`src/rtl/seq_addsub.sv`:
```
// rtl/seq_addsub.sv - multi-cycle chunked two's-complement adder/subtractor with valid/ready handshake
// Optional signed saturation on overflow when SEQ_ADDSUB_SAT_EN is defined.
module seq_addsub #(
    parameter int WIDTH = 16,
    parameter int CHUNK = 4
) (
    input  logic             clk,
    input  logic             rst,
    input  logic             in_valid,
    output logic             in_ready,
    input  logic [WIDTH-1:0] a,
    input  logic [WIDTH-1:0] b,
    input  logic             sub,
    output logic             out_valid,
    input  logic             out_ready,
    output logic [WIDTH-1:0] sum,
    output logic             cout,
    output logic             ovf
);

    localparam int NCHUNK = WIDTH / CHUNK;
    localparam int IDXW   = (NCHUNK > 1) ? $clog2(NCHUNK) : 1;
    localparam int MSB    = WIDTH - 1;
    localparam logic [IDXW-1:0] LAST_IDX = IDXW'(NCHUNK - 1);

    typedef enum logic [1:0] {
        S_IDLE = 2'd0,
        S_RUN  = 2'd1,
        S_DONE = 2'd2
    } state_t;

    state_t           state_q, state_d;
    logic [WIDTH-1:0] a_q, a_d;
    logic [WIDTH-1:0] b_q, b_d;
    logic [WIDTH-1:0] sum_q, sum_d;
    logic             carry_q, carry_d;
    logic             cout_q, cout_d;
    logic             ovf_q, ovf_d;
    logic [IDXW-1:0]  idx_q, idx_d;

    logic             accept;
    logic             last_chunk;
    logic [CHUNK-1:0] a_chunk;
    logic [CHUNK-1:0] b_chunk;
    logic [CHUNK:0]   chunk_res;
    logic             ovf_now;

    assign accept     = in_valid && (state_q == S_IDLE);
    assign last_chunk = (idx_q == LAST_IDX);
    assign a_chunk    = a_q[idx_q*CHUNK +: CHUNK];
    assign b_chunk    = b_q[idx_q*CHUNK +: CHUNK];
    assign chunk_res  = {1'b0, a_chunk} + {1'b0, b_chunk} + {{CHUNK{1'b0}}, carry_q};

    // b_q already holds the effective (possibly inverted) operand, so its MSB is B'[MSB].
    assign ovf_now    = (a_q[MSB] == b_q[MSB]) && (chunk_res[CHUNK-1] != a_q[MSB]);

    always_ff @(posedge clk) begin
        if (rst) begin
            state_q <= S_IDLE;
        end else begin
            state_q <= state_d;
        end
    end

    always_comb begin
        state_d = state_q;
        case (state_q)
            S_IDLE:  if (accept)     state_d = S_RUN;
            S_RUN:   if (last_chunk) state_d = S_DONE;
            S_DONE:  if (out_ready)  state_d = S_IDLE;
            default:                 state_d = S_IDLE;
        endcase
    end

    always_comb begin
        in_ready  = (state_q == S_IDLE);
        out_valid = (state_q == S_DONE);
    end

    always_comb begin
        a_d     = a_q;
        b_d     = b_q;
        sum_d   = sum_q;
        carry_d = carry_q;
        cout_d  = cout_q;
        ovf_d   = ovf_q;
        idx_d   = idx_q;
        if (accept) begin
            a_d     = a;
            b_d     = b ^ {WIDTH{sub}};
            carry_d = sub;
            idx_d   = '0;
        end else if (state_q == S_RUN) begin
            sum_d[idx_q*CHUNK +: CHUNK] = chunk_res[CHUNK-1:0];
            carry_d = chunk_res[CHUNK];
            idx_d   = idx_q + 1'b1;
            if (last_chunk) begin
                idx_d  = '0;
                cout_d = chunk_res[CHUNK];
                ovf_d  = ovf_now;
`ifdef SEQ_ADDSUB_SAT_EN
                if (ovf_now) begin
                    sum_d = a_q[MSB] ? {1'b1, {(WIDTH-1){1'b0}}}
                                     : {1'b0, {(WIDTH-1){1'b1}}};
                end
`endif
            end
        end
    end

    always_ff @(posedge clk) begin
        if (rst) begin
            a_q     <= '0;
            b_q     <= '0;
            sum_q   <= '0;
            carry_q <= 1'b0;
            cout_q  <= 1'b0;
            ovf_q   <= 1'b0;
            idx_q   <= '0;
        end else begin
            a_q     <= a_d;
            b_q     <= b_d;
            sum_q   <= sum_d;
            carry_q <= carry_d;
            cout_q  <= cout_d;
            ovf_q   <= ovf_d;
            idx_q   <= idx_d;
        end
    end

    assign sum  = sum_q;
    assign cout = cout_q;
    assign ovf  = ovf_q;

endmodule

```
`config.mk`:
```
export PLATFORM = sky130hd
export DESIGN_NAME = seq_addsub
export DESIGN_NICKNAME = d
export VERILOG_FILES = /design/src/rtl/seq_addsub.sv
export SDC_FILE = /design/constraint.sdc
export NUM_CORES = 1
export LEC_CHECK = 0
export CAP_MARGIN = 20
export CELL_PAD_IN_SITES_DETAIL_PLACEMENT = 1
export CELL_PAD_IN_SITES_GLOBAL_PLACEMENT = 1
export CORE_ASPECT_RATIO = 0.9
export CORE_MARGIN = 5
export CORE_UTILIZATION = 35
export CTS_CLUSTER_DIAMETER = 30
export DETAILED_ROUTE_END_ITERATION = 10
export HOLD_SLACK_MARGIN = 0.12
export PLACE_DENSITY = 0.84
export SLEW_MARGIN = 25
export SYNTH_ARGS = -nofsm -noshare
export SYNTH_HDL_FRONTEND = slang
export SYNTH_SLANG_ARGS = --single-unit
```
`constraint.sdc`:
```
create_clock -name clk -period 3.9 [get_ports clk]
set_clock_uncertainty 0.1 [all_clocks]
set_input_delay 0.78 -clock clk [delete_from_list [all_inputs] [get_ports clk]]
set_output_delay 0.78 -clock clk [all_outputs]
set_load 0.02 [all_outputs]
```
==> results of run 1 <==
[path summary, 6_finish.rpt]
kind | startpoint | endpoint | slack [ps] | depth (start not counted)
worst min register to register | a_q[10] | a_q[10] | 370 | 2
worst min-delay path | a_q[10] | a_q[10] | 370 | 2
worst max register to register | idx_q[0] | carry_q | 980 | 7
worst max-delay path | idx_q[0] | carry_q | 980 | 7
[layout make-up]
type / count / share of cell area (%)
clock inverter: 1 / 0.232
timing repair buffer: 58 / 18.0
clock buffer: 7 / 2.97
tap: 93 / 3.59
multi-input combinational: 195 / 40.9
inverter: 3 / 0.347
sequential: 55 / 34.0
[through the flow]
| step | utilization [%] | std cells | setup WS [ps] |
|---|---|---|---|
| CTS | 46.0 | 412 | 947 |
| finish | 46.0 | 412 | 976 |
| floorplan | - | 271 | 1080 |
| detailed placement | 44.6 | 404 | 967 |
| global placement | 44.6 | 404 | 1070 |
| global route | 46.0 | 412 | 786 |
[worst max-delay path, stage by stage (launching register included)]
cell	delay, ps
dfxtp_1	600
mux4_2	580
fa_1	460
fa_1	430
a21o_1	200
a21oi_1	190
a211o_1	150
a21oi_1	70
[synth_stat cells (3+ instances only)]
cell and instances:
a21o_1 3, a32oi_1 4, ha_1 9, nor2_1 41
mux4_2 8, buf_2 5, buf_4 3, nand2_1 41
xnor2_1 16, a21oi_1 21, a211oi_1 17, inv_1 3
dfxtp_1 55, a22oi_1 12, clkbuf_1 7, nor3_1 3
[report_power, final]
group          leakage (nW)  switching, mW  total [mW]  internal (mW)
Sequential            0.450         0.0227       0.615          0.592
Clock                0.0505          0.186       0.348          0.162
Combinational         0.681          0.112       0.217          0.106
Total                  1.18          0.320        1.18          0.860
[routing by layer]
layer | share of wire, % | global-route usage (%) | routed length [um] | vias to the layer above
met5 | 0 | 0 | 0 | -
met4 | 1.0 | 4.10 | 65 | 0
met3 | 4.0 | 2.93 | 255 | 8
met2 | 49 | 25.6 | 3170 | 41
met1 | 46 | 17.8 | 2940 | 1001
li1 | - | - | - | 1034
[logic make-up (layout without fill, tap and decap cells)]
group,count (synthesis),count (layout)
AOI/OAI and AO/OA,60,60
muxes,8,8
xor gates and xnor gates,17,17
DFF,55,55
adders and majority gates,11,11
and+or+nand+nor,99,99
buffers and inverters,21,69
[flip-flops by register name, indices dropped and copies added, names as in the netlist]
name / flops
idx_q: 2
carry_q: 1
b_q: 16
sum: 16
cout: 1
a_q: 16
ovf: 1
state_q: 2
==> results_dict.tcl, run 1 <==
set metrics [dict create \
    status "completed" \
    vias 2084 \
    cts_hold_buf 0 \
    hold_path_class "flop to flop" \
    gp_congestion 0.762 \
    track_usage_pct 14.6 \
    worstSetupPathType "flop to flop" \
    p_leak_nw 1.18 \
    arrival_ps 2980 \
    cap_violations 0 \
    overflow 0 \
    slew_viol_final 0 \
    layout.nets 366 \
    synth_warnings 0 \
    crit_fanout 9 \
    design.core.area_um2 7040 \
    clk_pin_slew_ps 100 \
    initial_utilization_pct 36.0 \
    synth_mux_area_share_pct 7.10 \
    drt_pass1_iterations 4 \
    avgSynthCellArea_um2 9.36 \
    clk_latency_ps 310 \
    die_area_um2 9050 \
    cts_resized 0 \
    grt_pass1_wl_um 10600 \
    peakVddDrop_mv 0.139 \
    grt_pass1_vias 2195 \
    finalSetupViolations 0 \
    mostFrequentLayoutCells "55 x dfxtp_1, 55 x clkdlybuf4s50_1, 41 x nand2_1, 41 x nor2_1, 21 x a21oi_1" \
    synth_area_leaders "dfxtp_1 43%, mux4_2 7.1%, nand2_1 6.1%" \
    fin_crit_ps 2920 \
    synth_top_flop_cell "dfxtp_1" \
    final_hold_viol_count 0 \
    synth_area_um2 2540 \
    fill_cells 813 \
    synth_top_family_by_area "simple AND/OR/NAND/NOR gates" \
    dp_hpwl_um 4800 \
    drc 0 \
    die_x_um 99.8 \
    ys_seq_area_share_pct 43.4 \
    multi_input_comb_area_um2 1330 \
    rsz0062_at_grt "no" \
    fin_hold_ws_ps 365 \
    drive_above_1_share_pct 7.84 \
    grt_max_degree 56 \
    io_buffers 56 \
    power_density_nw_per_um2 364 \
    crit_path_end_kind "flop" \
    final_cell_area_um2 3240 \
    yosys.area.top_type "dfxtp_1" \
    synthCells 271 \
    synthesis.nets 319 \
    relSlewSlack_pct 32.8 \
    fin_setup_tns_ps 0 \
    synth.distinct_cells 33 \
    placed_cell_area_um2 3140 \
    drt_wl_total_um 6430 \
    drt_iter0_drc 58 \
    root_buffer "clkbuf_8" \
    synth-seq-cells 55 \
    synth_edf_count 0 \
    cts_buffers 5 \
    post_cts_buffers 0 \
    routedWlPerCell_um 15.6 \
    synth_compound_area_share_pct 16.3 \
    fmax_mhz 342 \
    ant_nets 0 \
    areaGrowthSynthToFinish_pct 27.7 \
    die_h_um 90.8 \
    finalCritPeriodShare_pct 75.0 \
    cts_sinks 55 \
    startpoint_type "flop" \
    synth_xor_area_share_pct 5.87 \
    synth_fa_ha_area_share_pct 6.02 \
    total_power_mw 1.18 \
    fp-row-count 29 \
    ff_latch_area_um2 1100 \
    ios 57 \
    cts.path.max_buffers 2 \
    antenna_found_initial 0 \
    drt-vias-per-instance 5.06 \
    yosys.area_share.simple_pct 17.0 \
    tightestPinTransition_ps 1010 \
    critPathRequiredTime_ps 3950 \
    synth.top_cell.area_share_pct 43.4 \
    tritoncts "built" \
    htreeDepth 2 \
    diodes 0 \
    async_flop_share_pct 0 \
]
(Power assumes the default switching activity.)
==> inputs of run 2 (changes only) <==
--- a/config.mk
+++ b/config.mk
@@ -10,11 +10,11 @@
 export CELL_PAD_IN_SITES_GLOBAL_PLACEMENT = 1
 export CORE_ASPECT_RATIO = 0.9
 export CORE_MARGIN = 5
-export CORE_UTILIZATION = 35
+export CORE_UTILIZATION = 34
 export CTS_CLUSTER_DIAMETER = 30
 export DETAILED_ROUTE_END_ITERATION = 10
 export HOLD_SLACK_MARGIN = 0.12
-export PLACE_DENSITY = 0.84
+export PLACE_DENSITY = 0.85
 export SLEW_MARGIN = 25
 export SYNTH_ARGS = -nofsm -noshare
 export SYNTH_HDL_FRONTEND = slang
==> constraint.sdc (replaced) <==
create_clock -name clk -period 2.65 [get_ports clk]
set_clock_uncertainty 0.1 [all_clocks]
set_input_delay 0.53 -clock clk [delete_from_list [all_inputs] [get_ports clk]]
set_output_delay 0.53 -clock clk [all_outputs]
set_load 0.02 [all_outputs]
==> results_dict.tcl, run 2 (synthesis results as in run 1) <==
set metrics [dict create \
    cts.path.max_buffers 2 \
    critPathMostFrequentCell "fa_2" \
    clk_latency_ps 300 \
    ff_latch_area_um2 1100 \
    crit_fanout 4 \
    critPathRequiredTime_ps 2720 \
    grt_pass1_wl_um 10700 \
    crit_chain "mux4_2, fa_2, fa_2, a21o_1, a21oi_2, a211o_1, a21oi_1" \
    final_hold_viol_count 0 \
    finalCritPeriodShare_pct 97.4 \
    drt_pass1_iterations 4 \
    clk_pin_slew_ps 90 \
    worstSetupPathType "flop to flop" \
    ant_nets 0 \
    routedWlPerCell_um 15.8 \
    die_x_um 101 \
    ios 57 \
    peakVddDrop_mv 0.327 \
    drt_wl_total_um 6650 \
    die_area_um2 9290 \
    drt_iter0_drc 82 \
    die_h_um 92.0 \
    htreeDepth 2 \
    drc 0 \
    rsz0062_at_grt "no" \
    relSlewSlack_pct 52.5 \
    areaGrowthSynthToFinish_pct 31.0 \
    power_density_nw_per_um2 528 \
    multi_input_comb_area_um2 1350 \
    track_usage_pct 14.0 \
    fmax_mhz 387 \
    gp_congestion 0.766 \
    tritoncts "built" \
    diodes 0 \
    antenna_found_initial 0 \
    dp.cells 411 \
    drt-vias-per-instance 5.07 \
    layout.nets 375 \
    fill_cells 837 \
    slowest_stage "mux4_2" \
    startpoint_type "flop" \
    drive_above_1_share_pct 11.9 \
    arrival_ps 2650 \
    status "completed" \
    final_common_cell "clkdlybuf4s50_1" \
    vias 2134 \
    mostFrequentLayoutCells "55 x clkdlybuf4s50_1, 54 x dfxtp_1, 41 x nand2_1, 41 x nor2_1, 20 x a21oi_1" \
    fin_hold_ws_ps 367 \
    fin_crit_ps 2580 \
    cap_violations 0 \
    grt_max_degree 56 \
    reg2reg_slack_ps 70 \
    design.core.area_um2 7150 \
    cts_buffers 5 \
    root_buffer "clkbuf_8" \
    finalSetupViolations 0 \
    crit_path_end_kind "flop" \
    final_cells 421 \
    overflow 0 \
    p_leak_nw 1.22 \
    critPathMaxStageDelay_ps 530 \
    initial_utilization_pct 35.5 \
    slew_viol_final 0 \
    fp-row-count 29 \
    grt_pass1_vias 2205 \
    hold_path_class "flop to flop" \
    cts_sinks 55 \
    dp_hpwl_um 4940 \
    io_buffers 56 \
    tightestPinTransition_ps 710 \
]
==> run 2: critical path: cells and delay by family, from the launching register on <==
kind	cells	cell delay (ps)
AOI/OAI and AO/OA	4	630
adders and majority gates	2	790
DFF	1	380
muxes	1	530
==> run 2: stage by stage <==
| step | util [%] | power [mW] | instance area, um2 | TNS [ps] | setup slack [ps] |
|---|---|---|---|---|---|
| 2_1_floorplan | - | 1.12 | 2540 | 0 | 6.04 |
| 3_3_place_gp | 44.5 | 1.24 | 3180 | 0 | 98.2 |
| 6_report | 46.5 | 1.76 | 3320 | 0 | 68.3 |
| 4_1_cts | 46.0 | 1.74 | 3290 | 0 | 36.2 |
| 3_5_place_dp | 44.5 | 1.25 | 3180 | -153 | -57.8 |
| 5_1_grt | 46.5 | 1.83 | 3320 | 0 | 0.449 |
==> run 2: layer usage <==
metal	vias up	wire length [um]	track usage, %
met3	4	246	2.88
met4	0	71	2.55
met2	43	3210	23.1
met5	-	0	0
met1	1032	3120	19.1
li1	1055	-	-
==> run 2: cell type report <==
type	instances	share of cell area [%]
multi-input cells	195	40.7
repair buffers	67	19.2
clock buffers	8	3.01
well taps	93	3.50
inverters	3	0.339
flip-flops and latches	55	33.2
==> run 2: path summary, 6_finish.rpt <==
path              startpoint       to  cells past startpoint
hold reg to reg      a_q[14]  a_q[14]                      2
hold / removal       a_q[14]  a_q[14]                      2
setup / recovery    idx_q[0]  carry_q                      7
setup reg to reg    idx_q[0]  carry_q                      7
==> run 2: power breakdown <==
group          internal [mW]  total (mW)  switching (mW)
logic                  0.169       0.349           0.180
clock network          0.239       0.505           0.265
registers              0.871       0.902          0.0312
==> run 2: timing repair <==
item	4_1_cts	5_1_grt
buffers inserted	0	2
hold buffers	0	0
gates resized for setup	2	3
setup endpoints to repair	5	2
hold endpoints to repair	0	0
